### src/rtl/pong_game_sequencer.sv
// Pong game-flow controller: idle, serve countdown, live play, point freeze and game over.
// Optional macro PONG_AUTO_SERVE_EN: serve starts on countdown expiry without waiting for the button.
module pong_game_sequencer #(
  parameter int WIN_SCORE    = 9,
  parameter int SCORE_WIDTH  = 4,
  parameter int SERVE_FRAMES = 60,
  parameter int POINT_FRAMES = 30
) (
  input  logic                   i_Clk,
  input  logic                   i_Reset,
  input  logic                   i_Frame_Tick,
  input  logic                   i_Miss_Left,
  input  logic                   i_Miss_Right,
  input  logic                   i_Serve,
  output logic                   o_Ball_Center,
  output logic                   o_Ball_Enable,
  output logic                   o_Serve_HDir,
  output logic                   o_Serve_VDir,
  output logic [SCORE_WIDTH-1:0] o_Score_P1,
  output logic [SCORE_WIDTH-1:0] o_Score_P2,
  output logic [2:0]             o_State,
  output logic                   o_Game_Over,
  output logic                   o_Winner
);

  localparam logic [2:0] ST_IDLE      = 3'd0;
  localparam logic [2:0] ST_SERVE     = 3'd1;
  localparam logic [2:0] ST_PLAY      = 3'd2;
  localparam logic [2:0] ST_POINT     = 3'd3;
  localparam logic [2:0] ST_GAME_OVER = 3'd4;

  localparam int MAX_FRAMES = (SERVE_FRAMES > POINT_FRAMES) ? SERVE_FRAMES : POINT_FRAMES;
  localparam int CNT_WIDTH  = (MAX_FRAMES > 1) ? $clog2(MAX_FRAMES) : 1;

  localparam logic [CNT_WIDTH-1:0]   SERVE_LOAD = CNT_WIDTH'(SERVE_FRAMES - 1);
  localparam logic [CNT_WIDTH-1:0]   POINT_LOAD = CNT_WIDTH'(POINT_FRAMES - 1);
  localparam logic [SCORE_WIDTH-1:0] WIN_VAL    = SCORE_WIDTH'(WIN_SCORE);

`ifdef PONG_AUTO_SERVE_EN
  localparam bit AUTO_SERVE = 1'b1;
`else
  localparam bit AUTO_SERVE = 1'b0;
`endif

  generate
    if (WIN_SCORE < 1 || WIN_SCORE >= (1 << SCORE_WIDTH) || SERVE_FRAMES < 1 || POINT_FRAMES < 1)
    begin : g_param_error
      $error("pong_game_sequencer: WIN_SCORE must fit in SCORE_WIDTH and frame counts must be >= 1");
    end
  endgenerate

  logic [2:0]             state_reg, state_next;
  logic [CNT_WIDTH-1:0]   cnt_reg, cnt_next;
  logic                   armed_reg, armed_next;
  logic                   seen_low_reg, seen_low_next;
  logic [SCORE_WIDTH-1:0] p1_reg, p1_next;
  logic [SCORE_WIDTH-1:0] p2_reg, p2_next;
  logic                   center_reg, center_next;
  logic                   enable_reg, enable_next;
  logic                   hdir_reg, hdir_next;
  logic                   vdir_reg, vdir_next;
  logic                   game_over_reg, game_over_next;
  logic                   winner_reg, winner_next;

  logic tick_expire;
  logic go_play;
  logic scored;
  logic score_wins;
  logic scorer;

  assign tick_expire = i_Frame_Tick && (cnt_reg == '0);

  always_comb begin
    state_next     = state_reg;
    cnt_next       = cnt_reg;
    armed_next     = armed_reg;
    seen_low_next  = seen_low_reg;
    p1_next        = p1_reg;
    p2_next        = p2_reg;
    center_next    = center_reg;
    enable_next    = enable_reg;
    hdir_next      = hdir_reg;
    vdir_next      = vdir_reg;
    game_over_next = game_over_reg;
    winner_next    = winner_reg;
    go_play        = 1'b0;
    scored         = 1'b0;
    score_wins     = 1'b0;
    scorer         = 1'b0;

    case (state_reg)
      ST_IDLE: begin
        p1_next = '0;
        p2_next = '0;
        if (i_Serve) begin
          state_next = ST_SERVE;
          cnt_next   = SERVE_LOAD;
          armed_next = 1'b0;
        end
      end

      ST_SERVE: begin
        if (i_Frame_Tick && (cnt_reg != '0)) cnt_next = cnt_reg - 1'b1;
        // Once expired, the counter rests at 0 and armed remembers it for the button gate.
        if (tick_expire) armed_next = 1'b1;
        if (AUTO_SERVE) go_play = tick_expire;
        else            go_play = (tick_expire || armed_reg) && i_Serve;
        if (go_play) begin
          state_next  = ST_PLAY;
          center_next = 1'b0;
          enable_next = 1'b1;
        end
      end

      ST_PLAY: begin
        if (i_Miss_Left) begin
          scored     = 1'b1;
          scorer     = 1'b1;
          p2_next    = p2_reg + 1'b1;
          hdir_next  = 1'b1;
          score_wins = ((p2_reg + 1'b1) == WIN_VAL);
        end else if (i_Miss_Right) begin
          scored     = 1'b1;
          scorer     = 1'b0;
          p1_next    = p1_reg + 1'b1;
          hdir_next  = 1'b0;
          score_wins = ((p1_reg + 1'b1) == WIN_VAL);
        end
        if (scored) begin
          enable_next = 1'b0;
          if (score_wins) begin
            state_next     = ST_GAME_OVER;
            game_over_next = 1'b1;
            winner_next    = scorer;
            seen_low_next  = 1'b0;
          end else begin
            state_next = ST_POINT;
            cnt_next   = POINT_LOAD;
          end
        end
      end

      ST_POINT: begin
        if (tick_expire) begin
          state_next  = ST_SERVE;
          cnt_next    = SERVE_LOAD;
          armed_next  = 1'b0;
          center_next = 1'b1;
          vdir_next   = ~vdir_reg;
        end else if (i_Frame_Tick) begin
          cnt_next = cnt_reg - 1'b1;
        end
      end

      ST_GAME_OVER: begin
        // A button still held from the final rally must be released before it restarts the game.
        if (!i_Serve) begin
          seen_low_next = 1'b1;
        end else if (seen_low_reg) begin
          state_next     = ST_IDLE;
          p1_next        = '0;
          p2_next        = '0;
          center_next    = 1'b1;
          game_over_next = 1'b0;
          winner_next    = 1'b0;
        end
      end

      default: begin
        state_next     = ST_IDLE;
        p1_next        = '0;
        p2_next        = '0;
        center_next    = 1'b1;
        enable_next    = 1'b0;
        game_over_next = 1'b0;
        winner_next    = 1'b0;
      end
    endcase
  end

  always_ff @(posedge i_Clk) begin
    if (i_Reset) begin
      state_reg     <= ST_IDLE;
      cnt_reg       <= '0;
      armed_reg     <= 1'b0;
      seen_low_reg  <= 1'b0;
      p1_reg        <= '0;
      p2_reg        <= '0;
      center_reg    <= 1'b1;
      enable_reg    <= 1'b0;
      hdir_reg      <= 1'b0;
      vdir_reg      <= 1'b1;
      game_over_reg <= 1'b0;
      winner_reg    <= 1'b0;
    end else begin
      state_reg     <= state_next;
      cnt_reg       <= cnt_next;
      armed_reg     <= armed_next;
      seen_low_reg  <= seen_low_next;
      p1_reg        <= p1_next;
      p2_reg        <= p2_next;
      center_reg    <= center_next;
      enable_reg    <= enable_next;
      hdir_reg      <= hdir_next;
      vdir_reg      <= vdir_next;
      game_over_reg <= game_over_next;
      winner_reg    <= winner_next;
    end
  end

  assign o_State       = state_reg;
  assign o_Ball_Center = center_reg;
  assign o_Ball_Enable = enable_reg;
  assign o_Serve_HDir  = hdir_reg;
  assign o_Serve_VDir  = vdir_reg;
  assign o_Score_P1    = p1_reg;
  assign o_Score_P2    = p2_reg;
  assign o_Game_Over   = game_over_reg;
  assign o_Winner      = winner_reg;

endmodule

### config.mk
export PLATFORM = sky130hd
export DESIGN_NAME = pong_game_sequencer
export DESIGN_NICKNAME = d
export VERILOG_FILES = /design/src/rtl/pong_game_sequencer.sv
export SDC_FILE = /design/constraint.sdc
export NUM_CORES = 1
export LEC_CHECK = 0
export ABC_AREA = 1
export CAP_MARGIN = 40
export CORE_MARGIN = 2
export CORE_UTILIZATION = 40
export DETAILED_ROUTE_END_ITERATION = 6
export PLACE_DENSITY = 0.63
export SLEW_MARGIN = 20
export SYNTH_ARGS = -nofsm -noshare
export SYNTH_HDL_FRONTEND = slang
export SYNTH_SLANG_ARGS = --single-unit
### constraint.sdc
create_clock -name i_Clk -period 1.8 [get_ports i_Clk]
set_input_delay 0.36 -clock i_Clk [delete_from_list [all_inputs] [get_ports i_Clk]]
set_output_delay 0.36 -clock i_Clk [all_outputs]
set_load 0.02 [all_outputs]
==> results of run 1 <==
-- layout by cell type, fill, tap and decap left out --
cell                              synthesis  layout
sky130_fd_sc_hd__clkinv_2                 0       1
sky130_fd_sc_hd__a21oi_2                  1       1
sky130_fd_sc_hd__a21oi_1                 17      17
sky130_fd_sc_hd__clkbuf_8                 0       3
sky130_fd_sc_hd__nand2_2                  1       1
sky130_fd_sc_hd__dfxtp_2                  0       2
sky130_fd_sc_hd__inv_1                   30      30
sky130_fd_sc_hd__nor2_1                  31      30
sky130_fd_sc_hd__o21ai_0                 10      10
sky130_fd_sc_hd__clkdlybuf4s50_1          0      22
sky130_fd_sc_hd__nand4_1                  5       5
sky130_fd_sc_hd__nand2_1                 58      58
sky130_fd_sc_hd__o211ai_1                 3       3
sky130_fd_sc_hd__xor2_1                   1       1
sky130_fd_sc_hd__nand2_4                  2       2
sky130_fd_sc_hd__dfxtp_1                 25      23
sky130_fd_sc_hd__a22oi_1                  2       2
sky130_fd_sc_hd__nand3_4                  1       1
sky130_fd_sc_hd__inv_2                    4       4
sky130_fd_sc_hd__nand3_2                  1       1
sky130_fd_sc_hd__nor2_2                   2       3
sky130_fd_sc_hd__o21ai_2                  2       2
sky130_fd_sc_hd__ha_1                     5       5
sky130_fd_sc_hd__nand3_1                 22      22
sky130_fd_sc_hd__a211oi_1                 1       1
sky130_fd_sc_hd__nor3_1                   1       1
sky130_fd_sc_hd__buf_4                    0       7
sky130_fd_sc_hd__nor2_4                   4       4
-- per-stage QoR --
step	std cells	TNS (ns)	hold WS, ns	area (µm²)
global placement	306	-0.159	0.460	1830
detailed placement	306	-0.0979	0.456	1830
global route	310	0	0.496	1880
floorplan	232	0	0.453	1520
CTS	310	0	0.479	1880
finish	310	0	0.473	1880
-- final timing paths --
kind / end / cells after the start / start / slack (ns)
worst max-delay path: o_State[0] / 1 / o_State[0]$_SDFFE_PP0P_ / 0.05
worst max register to register: cnt_reg[3]$_SDFFE_PP0P_ / 10 / o_State[0]$_SDFFE_PP0P_ / 0.18
worst min register to register: o_Game_Over$_SDFFE_PP0P_ / 2 / o_Game_Over$_SDFFE_PP0P_ / 0.47
worst min-delay path: o_Game_Over$_SDFFE_PP0P_ / 2 / o_Game_Over$_SDFFE_PP0P_ / 0.47
-- power breakdown --
part | leakage, µW | switching [µW] | internal (µW)
combinational | 0.000624 | 911 | 555
clock | 0.0000255 | 189 | 156
sequential | 0.000205 | 127 | 695
-- cell type report --
type	count	area [µm²]
clock buffers	3	41.3
clock inverters	1	5.00
fillers	392	1780
inverters	34	128
multi-input cells	170	875
flip-flops and latches	25	503
well taps	48	60.1
repair buffers	29	273
-- cells by family after synthesis --
logic type	count (synthesis)
buf+inv	37
flops	25
xor+xnor	1
fa+ha+maj	5
simple gates	128
compound gates	36
-- what timing repair did --
action / 4_1_cts / 5_1_grt
endpoints found under the setup margin: 0 / 4
gates resized for setup: 0 / 3
endpoints found under the hold margin: 0 / 0
-- metal layers --
layer	share of wire	track usage	vias to the layer above
met5	0	0	-
met4	0.020	0.0781	0
met3	0.028	0.0240	7
met2	0.43	0.266	30
met1	0.52	0.237	638
li1	-	-	806
==> results by stage, run 1 <==
Setup path:
- Of all nets on the critical path, the largest fanout is 6.
- The cell family contributing the most delay on the critical path is buffers and inverters.
- The worst setup path is captured at a primary output.
- The critical path startpoint category is a flop.
- Together, buffers and inverters on the worst path number 1.
- Traced cell by cell, the critical path runs through clkdlybuf4s50_1.
- At the worst endpoint, the arrival time is 1.39 ns.
- The slowest stage cell on the critical path is sky130_fd_sc_hd__clkdlybuf4s50_1.
- The critical path in this run is classified as reg -> out.
- On the worst path, the slowest cell contributes a delay of roughly 0.65 ns.
- STA puts the critical path data required time at between 1 and 1.5 ns.

GRT:
- The via count of the first global-routing pass is approximately 1300.
- The pin count of the biggest net entering global routing is 17.
- The overall track demand over capacity in global routing is 0.173.
- The first global-routing pass estimated between 5000 and 6000 µm of wire.
- The total congestion overflow after global routing is 0.
- The number of antenna violations at the first check in global routing came to 0.

Yosys:
- The biggest area consumer among synthesized cells is sky130_fd_sc_hd__dfxtp_1.
- For this run, the leading register cell type out of synthesis is sky130_fd_sc_hd__dfxtp_1.
- The average size of a mapped cell is ~6.5 µm².
- Synthesis inferred 25 register bits.
- The dominant combinational cell family by area after synthesis is simple AND/OR/NAND/NOR gates.
- Of all flip-flops after synthesis, the portion carrying an async set or reset was 0.
- Synthesis produced about 230 cells.
- The simple-gate area share of the yosys netlist is 0.391.
- The count of flip-flops with a built-in enable after synthesis is 0.
- The adder and majority cell fraction of the synthesized area is 0.0412.
- The cell area after technology mapping is roughly 1500 µm².
- Synthesis produced a netlist with a net count of 243.
- The cell with the most instances after synthesis is sky130_fd_sc_hd__nand2_1.
- By count the netlist is led by sky130_fd_sc_hd__nand2_1 (58), sky130_fd_sc_hd__nor2_1 (31), sky130_fd_sc_hd__inv_1 (30), sky130_fd_sc_hd__dfxtp_1 (25), sky130_fd_sc_hd__nand3_1 (22).
- The area share of the largest cell type after synthesis is 0.329.
- The share of the synthesized area in compound gates (AO/OA/AOI/OAI) came to 0.136.
- Of the total synthesized cell area, the portion taken by XOR and XNOR cells is 0.00577.
- Of the synthesized area, sequential elements account for 0.329.
- By area the synthesized netlist is led by sky130_fd_sc_hd__dfxtp_1 (33%), sky130_fd_sc_hd__nand2_1 (14%), sky130_fd_sc_hd__nor2_1 (7.7%), sky130_fd_sc_hd__inv_1 (7.4%), sky130_fd_sc_hd__nand3_1 (7.2%).
- After synthesis, the share of cell area in mux cells is 0.
- The Yosys step of the flow raised 0 warnings.
- The number of distinct library cells after synthesis is 26.

Detailed routing:
- Summed over all layers, the routed wires come to ~3400 µm.
- For this block, the via count after detailed routing is 1481.
- The detailed router finished its first iteration with a little over 70 violations.
- Once detail routing completed, the nets flagged for antenna violations numbered 0.
- After detailed routing, the number of vias per cell comes to ~4.8.
- In the routed design, unresolved DRC markers number 0.
- The routed wire length per instance is 11.0 µm.
- The number of detailed-route iterations in the first pass is 4.

Timing:
- Of the available clock period, the critical path in the final layout requires 0.973.
- Static timing analysis puts the maximum clock frequency at 571 MHz.
- The count of endpoints failing hold in the final timing report is 0.
- The number of pins exceeding their max-slew limit in the final report is 0.
- For the final database, setup skew stands at 0.00291 ns.
- Measured against its own limit, the worst slew margin works out to 0.771.
- For the finished layout, the period the worst path requires is ~1.8 ns.
- Setup repair after global routing left no endpoint under its margin.
- The setup slack of the critical path after layout is 0.0479 ns.
- The final number of setup-violating endpoints is 0.
- For the pin with the worst max-slew slack, the measured transition is between 0.3 and 0.4 ns.

Power:
- The total power density per cell area is 1400 nW/µm².
- The leakage dissipation is 0.000855 µW.
- The overall power of the completed layout is 2630 µW.
- IR analysis of the VDD net gives a maximum drop of 0.573 mV.

Layout:
- From synthesis to final layout, the design area changed by 24.1%.
- In the final layout, the share of cells above drive strength 1 is 0.122.
- The number of flip-flops under the largest register name is 6.
- The antenna cell count is 0.
- The final-stage net count is 274.
- Once layout is complete, the utilization of the core stands at 0.515.

Run status:
- The flow ran to the end, and the final reports show no timing, DRC or antenna violations.

Clock network:
- The longest clock path from root to sink contains 2 buffers.
- The later pin in the worst-skew pair is clocked with a latency of between 0.2 and 0.3 ns.
- Clock tree synthesis inserted a total of 3 buffers.
- The CTS tree is done.
- The count of buffers added by post-CTS timing repair for setup is 0.
- The number of buffers added to fix hold violations after cts is 0.
- The number of levels the H-tree was split into is 1.
- After clock tree synthesis, the clock-pin slew on the worst setup and hold paths is 0.09 ns.
- The total number of clock tree sinks is 25.
- The root buffer cell is sky130_fd_sc_hd__clkbuf_8.

Placed design:
- The post-placement setup slack is -0.0512 ns.
- The wire-length estimate of the detail-placed layout is between 2000 and 3000 µm.
- Buffers placed on the I/O ports in this run total 22.
- Routability-driven placement finished with a final weighted congestion of 0.858.

Floorplanning:
- The number of primary I/O pins is 23.
- The core region area is 3660 µm².
- The die is 65.6 µm wide.
- The initialized floorplan defines 22 standard-cell rows.
- The die covers 4310 µm².
- The initial core utilization is 0.415.
- From bottom edge to top edge, the die measures between 60 and 70 µm.

Job:
- The max-capacitance violation count is 0.

Hold path:
- The tightest min-delay check is of the reg -> reg type.
Note: power is estimated with default switching activity, not from simulation.
==> inputs of run 2 (changes only) <==
Settings changed: PLACE_DENSITY 0.63 to not set.
==> run 2 against run 1 <==
Effect of this change: global-route usage is 1.1 points higher; via count down 0.61%; utilization is 0.68 points higher; sequential share of layout area shrank 0.28 points; clock power is essentially flat; worst setup slack improved by 0.024 ns; sequential power is 0.5% higher; worst hold slack better by 0.0045 ns; wire length increased by 0.96%; critical path type unchanged; largest cell class unchanged.
==> results by stage, run 2 (same netlist as run 1, synthesis figures left out) <==
Timing:
- The upper clock frequency limit is approximately 580 MHz.
- The final period utilization is 0.960.
- Setup violations remaining at the end of the flow were counted as 0.
- The count of endpoints failing hold in the final timing report is 0.
- In this run the tightest slew margin relative to its limit is 0.785.
- Setup repair after global routing left no endpoint under its margin.
- Once routing completed, OpenROAD measured the worst setup slack at 0.0715 ns.
- The worst clock skew on the final layout is 0.00242 ns.
- For the pin with the worst max-slew slack, the measured transition is 0.322 ns.
- The clock period minus worst slack is 1.73 ns.
- The number of pins exceeding their max-slew limit in the final report is 0.

Clock network:
- In this run the post-CTS setup repair buffer count came out at 0.
- Clock latency on the worst-skew pair, taken at its later pin, is 0.27 ns.
- The tree is rooted in a sky130_fd_sc_hd__clkbuf_8.
- Counting along the longest clock path gives a buffer depth of 2.
- Counting the buffers created by CTS gives 3.
- The clock net in this run drives a total of 25 sinks.
- The clock slew seen by the registers of the worst setup and hold paths is 0.09 ns.
- The number of buffers added to fix hold violations after cts is 0.
- The CTS tree is done.
- CTS built an H-tree with a depth of 1.

Setup path:
- For the worst setup path, the data arrival time is 1.37 ns.
- The count of buffering cells on the critical path with inverters included is 1.
- STA classifies the critical path endpoint as a primary output.
- In this run the worst path has a maximum fanout of 5.
- The critical path in this run is classified as reg -> out.
- In this run the critical register-to-register path is captured at o_Score_P2[0]$_SDFFE_PP0P_.
- Walking the worst path, the cells encountered are clkdlybuf4s50_1.
- The startpoint of the most critical setup path is o_State[1]$_SDFFE_PP0P_.
- The worst register-to-register path has a setup slack of 0.22 ns.
- The largest single stage delay on the critical path is 0.64 ns.
- STA classifies the critical path startpoint as a flop.
- The number of cells on the worst reg-to-reg path is 6.
- The launch instance of the worst register-to-register path is o_State[1]$_SDFFE_PP0P_.
- The critical path required time is between 1 and 1.5 ns.
- The kind of cell with the highest combined delay along the critical path is buffers and inverters.
- For this design, the slowest cell found on the critical path is sky130_fd_sc_hd__clkdlybuf4s50_1.

Power:
- The share of total power dissipated in the clock network is 0.131.
- Internal power comes to about 1400 µW.
- The total power density per cell area is 1380 nW/µm².
- The share of total power dissipated in combinational logic is 0.555.
- Summed over all nets, the switching power comes to 1230 µW.
- The switching part of the total power is 0.466.
- Of the total power, registers draw 0.314.
- The leakage dissipation is 0.000869 µW.
- The worst voltage drop across the vdd grid is 0.619 mV.

Layout:
- The core utilization of the finished layout is 0.522.
- Of the cells placed in the final design, the portion with a size suffix greater than 1 is 0.136.
- The final-stage net count is around 280.
- The area used by multi-input combinational logic is 875 µm².
- The number of fill cells is between 300 and 400.
- The sequential cell area in the final layout is 504 µm².
- The register with the most flip-flops in the layout has 6 of them.
- The antenna cell count is 0.
- The library cells used most frequently in the layout, excluding fill and tap cells, are sky130_fd_sc_hd__nand2_1 (58), sky130_fd_sc_hd__inv_1 (30), sky130_fd_sc_hd__nor2_1 (30).
- Leaving out fill and tap cells, the most frequent cell in the layout is sky130_fd_sc_hd__nand2_1.
- The area growth from synthesis to layout is 25.7%.

Run status:
- The flow ran to the end, and the final reports show no timing, DRC or antenna violations.

Detailed routing:
- The number of remaining DRC errors is 0.
- For this run, the detailed router's first-pass iteration total came to 4.
- For this block, the initial DRC count from the detailed router was 79.
- The final route contains 1472 vias.
- The detail route stage leaves a number of antenna-violating nets equal to 0.
- The routed wire length per instance is between 10 and 15 µm.
- After detailed routing, the total wire length is 3450 µm.
- In the routed layout, each cell is associated on average with a via count of 4.70.

Floorplanning:
- The initial utilization of the core area, before any placement, comes to 0.415.
- The number of primary I/O pins is 23.
- The site row count is 22.
- The area enclosed by the die boundary is 4310 µm².
- The floorplan step defined a core boundary enclosing between 3000 and 4000 µm².
- The die outline width is 65.6 µm.
- The die is 65.6 µm tall.

Placed design:
- The post-placement setup slack is -0.0228 ns.
- The half-perimeter wire length after detailed placement is 2730 µm.
- The placer's final routability congestion estimate is roughly 0.87.
- The number of I/O port buffers is 22.

GRT:
- The number of antenna violations at the first check in global routing was 0.
- The first global-routing pass estimated 6180 µm of wire.
- The total congestion overflow after global routing is 0.
- The overall track demand over capacity in global routing is 0.183.
- The pin count of the biggest net entering global routing is 16.
- The via count of the first global-routing pass was 1367.

Hold path:
- The worst hold path belongs to the class reg -> reg.
- The endpoint of the worst hold path is o_Winner$_SDFFE_PP0P_.
- The cell depth of the worst min-delay path is 2.
- The worst hold path begins at o_Winner$_SDFFE_PP0P_.

Job:
- The max-capacitance violation count is 0.
-- run 2: per-stage QoR --
step	instance area [µm²]	TNS [ns]	total power, µW	cells	hold slack (ns)
finish	1910	0	2640	313	0.478
global placement	1860	0	2310	309	0.462
CTS	1900	0	2650	313	0.480
detailed placement	1860	-0.0417	2300	309	0.457
floorplan	1520	0	1910	232	0.453
global route	1910	0	2920	313	0.493
-- run 2: worst max path at each step --
| stage | to | slack, ns | cells past startpoint |
|---|---|---|---|
| 5_1_grt | o_Score_P2[3]$_SDFFE_PP0P_ | 0.002 | 8 |
| 3_3_place_gp | cnt_reg[2]$_SDFFE_PP0P_ | 0.006 | 10 |
| 6_report | o_State[1] | 0.07 | 1 |
| 2_1_floorplan | cnt_reg[2]$_SDFFE_PP0P_ | 0.27 | 11 |
| 4_1_cts | o_State[1] | 0.06 | 1 |
| 3_5_place_dp | o_State[1]$_SDFFE_PP0P_ | -0.02 | 8 |
-- run 2: cell type report --
| cell class | instances | share of cell area |
|---|---|---|
| Clock buffer | 3 | 0.0216 |
| Multi-Input combinational cell | 170 | 0.458 |
| Tap cell | 48 | 0.0315 |
| Clock inverter | 1 | 0.00393 |
| Inverter | 34 | 0.0668 |
| Timing Repair Buffer | 32 | 0.154 |
| Sequential cell | 25 | 0.264 |
-- run 2: power by group through the flow --
| stage | Clock, µW | Combinational [µW] | Sequential, µW |
|---|---|---|---|
| 2_1_floorplan | 0 | 1010 | 896 |
| 3_3_place_gp | 0 | 1470 | 842 |
| 3_5_place_dp | 0 | 1460 | 838 |
| 4_1_cts | 363 | 1460 | 825 |
| 5_1_grt | 373 | 1680 | 859 |
| 6_report | 346 | 1460 | 826 |
-- run 2: repair_timing --
action,CTS,global route
endpoints found under the setup margin,1,5
resized for setup,1,4
hold endpoints to repair,0,0
-- run 2: routing by layer --
layer  vias to the layer above  global-route usage  part of all wire
met2                        22               0.282              0.45
met4                         0              0.0495            0.0090
met3                         4              0.0394             0.033
li1                        817                   -                 -
met5                         -                   0                 0
met1                       629               0.258              0.51
